**src/rtl/uart_rx.sv**
```systemverilog
// uart_rx: 8N1 serial receiver with a small receive FIFO.
// CPU-visible DATA/STATUS/CTRL registers on the peripheral bus.
module uart_rx #(
  parameter int DIVISOR = 104,
  parameter int DEPTH   = 8
) (
  input  logic       clk,
  input  logic       rst_n,
  input  logic [1:0] addr,
  input  logic       rd_en,
  output logic [7:0] rd_data,
  output logic       rd_valid,
  input  logic       wr_en,
  input  logic [7:0] wr_data,
  input  logic       rx,
  output logic       rx_avail
);

  localparam int CW = $clog2(DIVISOR);
  localparam int AW = $clog2(DEPTH);
  localparam int NW = AW + 1;
  localparam logic [CW-1:0] HALF = CW'(DIVISOR / 2 - 1);
  localparam logic [CW-1:0] FULL = CW'(DIVISOR - 1);
  localparam logic [NW-1:0] NFULL = NW'(DEPTH);

  typedef enum logic [2:0] {
    S_IDLE,
    S_START,
    S_DATA,
    S_STOP,
    S_BREAK
  } state_t;

  state_t state_q, state_d;
  logic [CW-1:0] tick_q, tick_d;
  logic [2:0] bit_q, bit_d;
  logic [7:0] shift_q, shift_d;
  logic sync1_q, sync2_q;
  logic rx_s, expire;
  logic push_req, frm_set;

  logic [7:0] mem_q [DEPTH];
  logic [AW-1:0] wp_q, wp_d, rp_q, rp_d;
  logic [NW-1:0] cnt_q, cnt_d;
  logic ovr_q, ovr_d, fe_q, fe_d, en_q, en_d;
  logic [7:0] rd_data_q, rd_data_d;
  logic rd_valid_q, avail_q;
  logic pop, push, ovr_set, sts_wr;
  logic [7:0] status;
  logic unused_wr;

  assign rx_s = sync2_q;
  assign expire = (tick_q == '0);
  assign unused_wr = ^{wr_data[7:4], wr_data[1]};

  always_comb begin
    state_d  = state_q;
    tick_d   = tick_q;
    bit_d    = bit_q;
    shift_d  = shift_q;
    push_req = 1'b0;
    frm_set  = 1'b0;
    if (!en_q) begin
      state_d = S_IDLE;
    end else begin
      unique case (state_q)
        S_IDLE: begin
          if (!rx_s) begin
            tick_d  = HALF;
            state_d = S_START;
          end
        end
        S_START: begin
          if (!expire) begin
            tick_d = tick_q - 1'b1;
          end else if (!rx_s) begin
            tick_d  = FULL;
            bit_d   = 3'd0;
            state_d = S_DATA;
          end else begin
            state_d = S_IDLE;
          end
        end
        S_DATA: begin
          if (!expire) begin
            tick_d = tick_q - 1'b1;
          end else begin
            shift_d = {rx_s, shift_q[7:1]};
            tick_d  = FULL;
            bit_d   = bit_q + 3'd1;
            if (bit_q == 3'd7) state_d = S_STOP;
          end
        end
        S_STOP: begin
          if (!expire) begin
            tick_d = tick_q - 1'b1;
          end else if (rx_s) begin
            push_req = 1'b1;
            state_d  = S_IDLE;
          end else begin
            frm_set = 1'b1;
            state_d = S_BREAK;
          end
        end
        S_BREAK: begin
          if (rx_s) state_d = S_IDLE;
        end
        default: state_d = S_IDLE;
      endcase
    end
  end

  // Pop is resolved first so a full FIFO can accept a same-cycle push.
  always_comb begin
    pop     = rd_en && (addr == 2'd0) && (cnt_q != '0);
    push    = push_req && ((cnt_q != NFULL) || pop);
    ovr_set = push_req && !push;
    sts_wr  = wr_en && (addr == 2'd1);
    cnt_d   = cnt_q + NW'(push) - NW'(pop);
    wp_d    = push ? wp_q + 1'b1 : wp_q;
    rp_d    = pop ? rp_q + 1'b1 : rp_q;
    ovr_d   = ovr_q;
    if (ovr_set) ovr_d = 1'b1;
    else if (sts_wr && wr_data[2]) ovr_d = 1'b0;
    fe_d = fe_q;
    if (frm_set) fe_d = 1'b1;
    else if (sts_wr && wr_data[3]) fe_d = 1'b0;
    en_d = en_q;
    if (wr_en && (addr == 2'd2)) en_d = wr_data[0];
    status = {4'(cnt_q), fe_q, ovr_q,
              cnt_q == NFULL, cnt_q != '0};
    rd_data_d = rd_data_q;
    if (rd_en) begin
      unique case (addr)
        2'd0: rd_data_d = pop ? mem_q[rp_q] : 8'h00;
        2'd1: rd_data_d = status;
        2'd2: rd_data_d = {7'b0, en_q};
        default: rd_data_d = 8'h00;
      endcase
    end
  end

  always_ff @(posedge clk) begin
    if (!rst_n) begin
      sync1_q    <= 1'b1;
      sync2_q    <= 1'b1;
      state_q    <= S_IDLE;
      tick_q     <= '0;
      bit_q      <= '0;
      shift_q    <= '0;
      wp_q       <= '0;
      rp_q       <= '0;
      cnt_q      <= '0;
      ovr_q      <= 1'b0;
      fe_q       <= 1'b0;
      en_q       <= 1'b1;
      rd_data_q  <= '0;
      rd_valid_q <= 1'b0;
      avail_q    <= 1'b0;
    end else begin
      sync1_q    <= rx;
      sync2_q    <= sync1_q;
      state_q    <= state_d;
      tick_q     <= tick_d;
      bit_q      <= bit_d;
      shift_q    <= shift_d;
      wp_q       <= wp_d;
      rp_q       <= rp_d;
      cnt_q      <= cnt_d;
      ovr_q      <= ovr_d;
      fe_q       <= fe_d;
      en_q       <= en_d;
      rd_data_q  <= rd_data_d;
      rd_valid_q <= rd_en;
      avail_q    <= (cnt_d != '0);
    end
  end

  always_ff @(posedge clk) begin
    if (rst_n && push) mem_q[wp_q] <= shift_q;
  end

  assign rd_data  = rd_data_q;
  assign rd_valid = rd_valid_q;
  assign rx_avail = avail_q;

endmodule

```
**config.mk**
```make
export PLATFORM = sky130hd
export DESIGN_NAME = uart_rx
export DESIGN_NICKNAME = d
export VERILOG_FILES = /design/src/rtl/uart_rx.sv
export SDC_FILE = /design/constraint.sdc
export NUM_CORES = 1
export LEC_CHECK = 0
export CAP_MARGIN = 5
export CORE_ASPECT_RATIO = 0.5
export CORE_MARGIN = 4
export CORE_UTILIZATION = 50
export DETAILED_ROUTE_END_ITERATION = 8
export GPL_TIMING_DRIVEN = 0
export PLACE_DENSITY = 0.68
export SYNTH_ARGS = -nofsm -noshare
export SYNTH_HDL_FRONTEND = slang
export SYNTH_SLANG_ARGS = --single-unit
```
**constraint.sdc**
```tcl
create_clock -name clk -period 6.7 [get_ports clk]
set_input_delay 1.675 -clock clk [delete_from_list [all_inputs] [get_ports clk]]
set_output_delay 1.675 -clock clk [all_outputs]
set_load 0.05 [all_outputs]
```
==> flow_summary.toml <==
[global_routing]
use_met3_pct = 6.007
antenna_found_initial = 0
met2_usage_pct = 31.83
grt_pass1_vias = 3238
top_usage_layer = "met2"
grt-ovfl-total = 0
grt_max_degree = 17
grt_pass1_wl_um = 17850
use_met1_pct = 28.11
track_usage_pct = 20.76

[clock_tree]
hold_buffers = 0
clock-sinks = 113
cts_setup_buffers = 0
tritoncts = "done"
numCtsBuffers = 17
ctsRootBufferMaster = "clkbuf_16"
htree_num_levels = 4
ctsResizeCount = 0
clk_latency_ns = 0.41
cts.reportedPaths.clkPinSlew_ns = 0.05
clockBufferDepth = 2

[sta]
hold_viol_final = 0
slew_headroom_pct = 35.98
fmax_mhz = 209.7
final-setup-viol-count = 0
fin_tns_setup_ns = 0
finalCritPeriodShare_pct = 71.16
worstMarginPinSlew_ns = 0.9568
rsz0062_at_grt = "false"
skew_ns = 0.006137
period_minus_slack_ns = 4.768
finalMaxSlewViolations = 0

[synth]
ys.flop_type = "edfxtp_1"
yosysTopAreaCell = "edfxtp_1"
ys_seq_area_share_pct = 61.33
synth-edff-count = 64
yosysMostFrequentCell = "edfxtp_1"
avgSynthCellArea_um2 = 13.04
ys_warn_count = 0
syn_area_um2 = 4733
synth_top_cell_area_share_pct = 40.60
synth_common_cells = "edfxtp_1 (64), dfxtp_1 (49), nand2_1 (28)"
synth_seq_cells = 113
synthArstFlopShare_pct = 0
synth.net_count = 391
ys_top_cells_by_area = "edfxtp_1 (41%), dfxtp_1 (21%), mux4_2 (7.6%)"
ys_types = 54
syn_inst = 363

[job]
maxCapViolCount = 0

[outcome]
outcome = "completed"

[routing]
num_vias = 3235
wirelength_um = 10980
drt-pass1-iter-count = 5
drc = 0
wire_per_inst_um = 20.67
drtAntennaViolNets = 0
drtIter0Drc = 244
post_drt_via_cell_ratio = 6.092

[power_and_ir_drop]
p_per_area_nw_per_um2 = 341.2
ir_drop_mv = 0.2148
total_power_uw = 1961
leakage_uw = 0.001943

[placed_design]
place_congestion = 0.8012
port_buffers = 19
place_hpwl_um = 7025
placed_area_um2 = 5070

[setup_path]
slowest_delay_ns = 0.66
cp_num_buf_inv = 3
crit_fanout = 9
cpMaxStageDelayCell = "clkdlybuf4s50_1"
required_ns = 6.97
crit_type = "input port to flip-flop"
endpoint_kind = "flip-flop"
crit_family = "simple AND/OR/NAND/NOR gates"
start_kind = "input port"
arrival_ns = 5.03
path_cells = "clkdlybuf4s50_1 > or3b_2 > o21ai_1 > nand2_1 > ha_1 > inv_1 > ha_1 > inv_1 > fa_1 > xor2_1 > nor2_1 > nor3_1 > o21ai_0"

[layout]
ff_latch_area_um2 = 2903
multi_input_area_um2 = 1734
fill_cells = 652
nets = 429
final_cell_area_um2 = 5747
n_antenna_cell = 0
layout-area-overhead-vs-synth_pct = 21.41
drive_above_1_share_pct = 14.73

[hold_path]
hp-class = "flip-flop to flip-flop"

[floorplanning]
core_um2 = 8949
start_util_pct = 52.89
dieArea_um2 = 11180
num_io_pins = 25
die_h_um = 76.80
fp.dieW_um = 145.6
num_rows = 24
-- placed cells by master (no fill, tap or decap), types with 2 or more instances in the layout --
cell              n
or3b_2            2
nand2_1          28
o22ai_1           9
nor3_1            4
clkbuf_16        17
edfxtp_1         64
o21ai_0           3
clkinvlp_4        2
dfxtp_1          49
mux2i_1          11
inv_1            11
a221oi_1          3
xnor2_1           4
nand2b_1          5
nand4_1           2
or3_1             2
bufinv_16         6
a21o_1            2
nor2_1           27
o221a_2           2
a31oi_1           8
a21bo_2           2
mux4_2           16
or2_2             2
nor3b_1           5
nand3b_1          2
a32oi_1           2
a2111oi_0         2
a22oi_1           2
clkbuf_1         18
ha_1             12
and2_1            2
clkdlybuf4s50_1  19
a21oi_1          18
clkinv_4          2
inv_6             2
nor3_2            2
nand3_1          11
nor2b_1          12
-- power breakdown --
group,switching (uW),internal [uW]
clock network,321,701
logic,108,73.8
registers,14.9,742
-- flip-flops by register name (all words and copies together), names as in the netlist, 4 cells and up, named ones only --
| signal | cells |
|---|---|
| cnt_q | 4 |
| mem_q | 64 |
| rd_data | 8 |
| shift_q | 8 |
| tick_q | 7 |
-- cell type report --
class | instances | area share [%]
timing repair buffer | 19 | 3.309
sequential | 113 | 50.51
inverter | 11 | 0.7185
tap | 117 | 2.547
clock buffer | 20 | 7.599
multi-input combinational | 222 | 30.18
clock inverter | 12 | 4.006
buffer | 17 | 1.132
-- metrics by stage --
stage / util (%) / instances / hold WS, ns / worst slack [ns]
6_report: 64.22 / 531 / 0.4114 / 1.932
5_1_grt: 64.22 / 531 / 0.4156 / 1.729
4_1_cts: 64.11 / 531 / 0.4118 / 1.769
3_5_place_dp: 56.66 / 499 / 0.3980 / 1.356
3_3_place_gp: 56.66 / 499 / 0.3904 / 1.617
2_1_floorplan: - / 363 / 0.3863 / 2.639
-- kinds of logic after synthesis --
family          share of synthesized area [%]
compound gates                          9.146
xor+xnor                               0.9251
fa+ha+maj                               3.595
mux                                     9.939
flops                                   61.33
simple gates                            12.82
buf+inv                                 2.247
-- metal layers --
metal,routed length (um),up-vias
met1,4870,1619
met4,184,0
met2,5106,143
met3,813,17
met5,0,-
li1,-,1456
-- final timing paths --
path | start | to | slack, ns | cells after the start
setup reg to reg | tick_q[0] | rx_avail | 3.23 | 14
setup / recovery | rd_en | rx_avail | 1.93 | 13
hold reg to reg | sync1_q | rx_s | 0.41 | 1
hold / removal | sync1_q | rx_s | 0.41 | 1
(Power assumes the default switching activity.)
==> RTL edit 1: new RTL, same settings <==
Register the input `wr_en` before use, without a reset. The logic sees it one clock later. The other inputs are not delayed to match.
--- a/src/rtl/uart_rx.sv
+++ b/src/rtl/uart_rx.sv
@@ -32,2 +32,8 @@
   } state_t;
+
+  logic wr_en_q;
+
+  always_ff @(posedge clk) begin
+    wr_en_q <= wr_en;
+  end
 
@@ -117,3 +123,3 @@
     ovr_set = push_req && !push;
-    sts_wr  = wr_en && (addr == 2'd1);
+    sts_wr  = wr_en_q && (addr == 2'd1);
     cnt_d   = cnt_q + NW'(push) - NW'(pop);
@@ -128,3 +134,3 @@
     en_d = en_q;
-    if (wr_en && (addr == 2'd2)) en_d = wr_data[0];
+    if (wr_en_q && (addr == 2'd2)) en_d = wr_data[0];
     status = {4'(cnt_q), fe_q, ovr_q,
Behaviour: not the same (Yosys sat finds a counterexample within 4 cycles, from zero or initial values and one cycle with rst_n low).
==> RTL edit 1 against the original RTL <==
Highest routed layer unchanged. Area after synthesis is 2.8% higher. Setup slack better by 0.39 ns. Critical endpoint unchanged. Largest cell class unchanged. Clock power fell by 10%. Sequential cell count up 1. Total power fell by 4.7%. Design area rose by 1.3%. Wire length is 4.3% lower. Combinational power grew 4%. Sequential share of layout area fell by 0.33 points.
==> RTL edit 1: results <==
logic_synthesis:
  synth_seq_area_share: 0.601
  ys_types: 62
  ys_top_cells_by_area: "edfxtp_1, dfxtp_1, mux4_2"
  synth_edf_count: 64
  synthTopCellsByCount: "edfxtp_1, dfxtp_1, nor2_1"
  syn_nets: 407
  yosys_warnings: 0
  syn_avg_cell_area_um2: 12.8
global_routing:
  grt_pass1_vias: 3213
  grt.total_usage: 0.199
  grt_pass1_wl_mm: 17.3
min_path:
  hp-class: "reg -> reg"
  hp-start: "sync1_q$_SDFF_PN1_"
setup_path:
  r2r_setup_slack_ns: 3.32
  critPathTopFamily: "buffers and inverters"
  crit_slowest_cell: "clkdlybuf4s50_1"
  r2r_cells: 15
  cp.arrival_ns: 4.64
  cp_slowest_stage_delay_ns: 0.64
  rr_startpoint: "tick_q[0]$_SDFFE_PN0P_"
drt:
  via_per_inst: 5.72
  dr.pass1.iters: 5
  routedWlPerCell_um: 18.6
  drtIter0Drc: 182
  drt_wl_total_mm: 10.5
power:
  ir_drop_v: 0.000135
  power.leakage_nw: 1.97
  p_seq_mw: 0.763
  p_total_mw: 1.87
  p_int_mw: 1.44
  p_comb_frac: 0.101
clock_network:
  clk_latency_ns: 0.41
  clockRootBuffer: "clkbuf_16"
  cts_resized: 0
outcome:
  status: "finished clean"
placed_design:
  dp_cells: 532
  numPortBuffers: 18
  gp_congestion: 0.871
  place_area_um2: 5220
  dp_slack_ns: 1.97
  hpwl_mm: 7.03
sta:
  min_period_over_period: 0.654
  fin_hold_ws_ns: 0.405
  worst_clock_skew_ns: 0.0108
  slew_headroom: 0.446
final_layout:
  drive_gt1_frac: 0.154
  nets: 444
[RTL edit 1: logic make-up (layout without fill, tap and decap cells)]
| logic type | after synthesis | in the layout | synth area share |
|---|---|---|---|
| compound gates | 68 | 68 | 0.0923 |
| xor+xnor | 6 | 6 | 0.0108 |
| fa+ha+maj | 13 | 13 | 0.0350 |
| buf+inv | 33 | 83 | 0.0283 |
| flops | 114 | 114 | 0.601 |
| mux | 29 | 29 | 0.101 |
| simple gates | 116 | 116 | 0.132 |
[RTL edit 1: area by class of cell]
cell class / count / area (um2)
multi-input cells: 232 / 1810
clock inverters: 10 / 134
flip-flops and latches: 114 / 2920
well taps: 135 / 169
fillers: 720 / 3650
plain buffers: 21 / 92.6
inverters: 12 / 45.0
clock buffers: 22 / 474
repair buffers: 18 / 180
[RTL edit 1: routing by layer]
layer	up-vias	GRT usage	wire, um
met3	12	0.0653	587
li1	1514	-	-
met2	105	0.317	4960
met4	0	0.0613	144
met1	1595	0.261	4800
met5	-	0	0
==> RTL edit 2: new RTL, config.mk and constraints unchanged <==
Made on the original files. The parameter `DEPTH` goes from 8 to 32.
--- a/src/rtl/uart_rx.sv
+++ b/src/rtl/uart_rx.sv
@@ -4,3 +4,3 @@
   parameter int DIVISOR = 104,
-  parameter int DEPTH   = 8
+  parameter int DEPTH   = 32
 ) (
Behaviour: same outputs for any inputs over 10 cycles, from zero or initial values and one cycle with rst_n low; that may be too few to reach the edited logic, so the function may still have changed.
==> RTL edit 2 against the original RTL <==
Sequential cell count is 200 higher. Via count rose by 120%. Combinational power rose by 130%. Sequential share of layout area increased by 11 points. Design area rose by 150%. Count of clock-buffer cells in the layout up 14. Critical path type unchanged. Highest routed layer is now met5. Total power rose by 110%. Area after synthesis rose to 2.7 times the old value. Wire length rose to 2.6 times the old value. Critical path depth down 6. Setup slack gained 0.14 ns.
==> RTL edit 2: results <==
logic_synthesis:
  synth_edf_count: 256
  synth_area_leader_cell: "edfxtp_1"
  ys_top_cells_by_area: "edfxtp_1, mux4_2, dfxtp_1"
  synthTopCellsByCount: "edfxtp_1, nor2_1, dfxtp_1"
  ys_types: 63
  synth_seq_area_share: 0.693
  syn_nets: 838
clock_network:
  clk_latency_ns: 0.55
  clockBufferDepth: 3
  h-tree-depth: 1
  postCtsSetupBuffers: 0
  cts_inserted_buffers: 28
  cts_resized: 0
  clk_pin_slew_ns: 0.07
final_layout:
  nets: 887
  fill_cells: 1861
  drive_gt1_frac: 0.141
  largest_reg_flops: 256
placed_design:
  numPortBuffers: 18
  dp_slack_ns: 1.58
  gp_congestion: 0.979
  place_area_um2: 13300
  hpwl_mm: 19.1
sta:
  worst_clock_skew_ns: 0.0156
  max_slew.worst_pin.slew_ns: 1.32
drt:
  via_per_inst: 6.01
  routedWlPerCell_um: 24.0
  drtIter0Drc: 778
global_routing:
  grt_pass1_vias: 7137
  grt_pass1_wl_mm: 44.6
  grt.total_usage: 0.213
outcome:
  status: "finished clean"
power:
  ir_drop_v: 0.000179
  power.leakage_nw: 4.54
  p_int_mw: 3.21
setup_path:
  crit_slowest_cell: "nor2_1"
  cp.arrival_ns: 4.79
[RTL edit 2: cell count changes after synthesis, sizes merged, moves of 15 or more]
cell | unedited run | this run
mux4 | 16 | 54
nor2 | 27 | 83
nand3 | 11 | 27
buf | 2 | 17
edfxtp | 64 | 256
mux2i | 11 | 39
nand2 | 28 | 53
[RTL edit 2: logic make-up (layout without fill, tap and decap cells)]
family,Yosys count,in the layout,share of synthesized area
AO/OA/AOI/OAI,92,92,0.0519
XOR/XNOR,11,11,0.00757
adder cells (fa/ha/maj),19,19,0.0193
buffers and inverters,61,131,0.0209
flip-flops,313,313,0.693
multiplexers,95,95,0.128
AND/OR/NAND/NOR,213,213,0.0790
[RTL edit 2: power by group through the flow]
stage               Sequential, mW  Combinational [mW]  Clock [mW]
detailed placement            2.16               0.416           0
CTS                           2.12               0.418        1.65
finish                        2.12               0.418        1.63
floorplan                     2.18               0.289           0
global placement              2.16               0.406           0
global route                  2.12               0.459        1.74
[RTL edit 2: per-stage QoR]
stage / total power [mW] / cells
after floorplan: 2.46 / 804
after global placement: 2.56 / 1158
after detailed placement: 2.57 / 1158
after CTS: 4.18 / 1209
after global routing: 4.31 / 1210
final: 4.16 / 1210
[RTL edit 2: path summary, 6_finish.rpt]
path | from | end | slack (ns) | depth (start not counted)
worst max-delay path | rd_en | mem_q[15][2]$_DFFE_PP_ | 2.07 | 7
worst min-delay path | sync1_q$_SDFF_PN1_ | rx_s$_SDFF_PN1_ | 0.44 | 1
worst max register to register | cnt_q[3]$_SDFF_PN0_ | rx_avail$_SDFF_PN0_ | 3.02 | 15
worst min register to register | sync1_q$_SDFF_PN1_ | rx_s$_SDFF_PN1_ | 0.44 | 1
[RTL edit 2: metal layers]
metal,up-vias,GRT usage,part of all wire
li1,3221,-,-
met1,3702,0.293,0.42
met2,289,0.342,0.47
met3,63,0.0619,0.090
met4,2,0.0497,0.024
met5,-,0,0.00045
[RTL edit 2: layout make-up]
cell class	count	area, um2	area share
clock inverters	17	199	0.0139
inverters	22	85.1	0.00595
flip-flops and latches	313	8830	0.618
well taps	336	420	0.0294
repair buffers	19	208	0.0145
plain buffers	39	181	0.0127
multi-input cells	430	3640	0.255
clock buffers	34	723	0.0506
[RTL edit 2: critical path: cells and delay by family]
family	cells	cell delay, ns
buffers and inverters	3	0.90
AOI/OAI and AO/OA	1	0.55
and+or+nand+nor	3	1.66
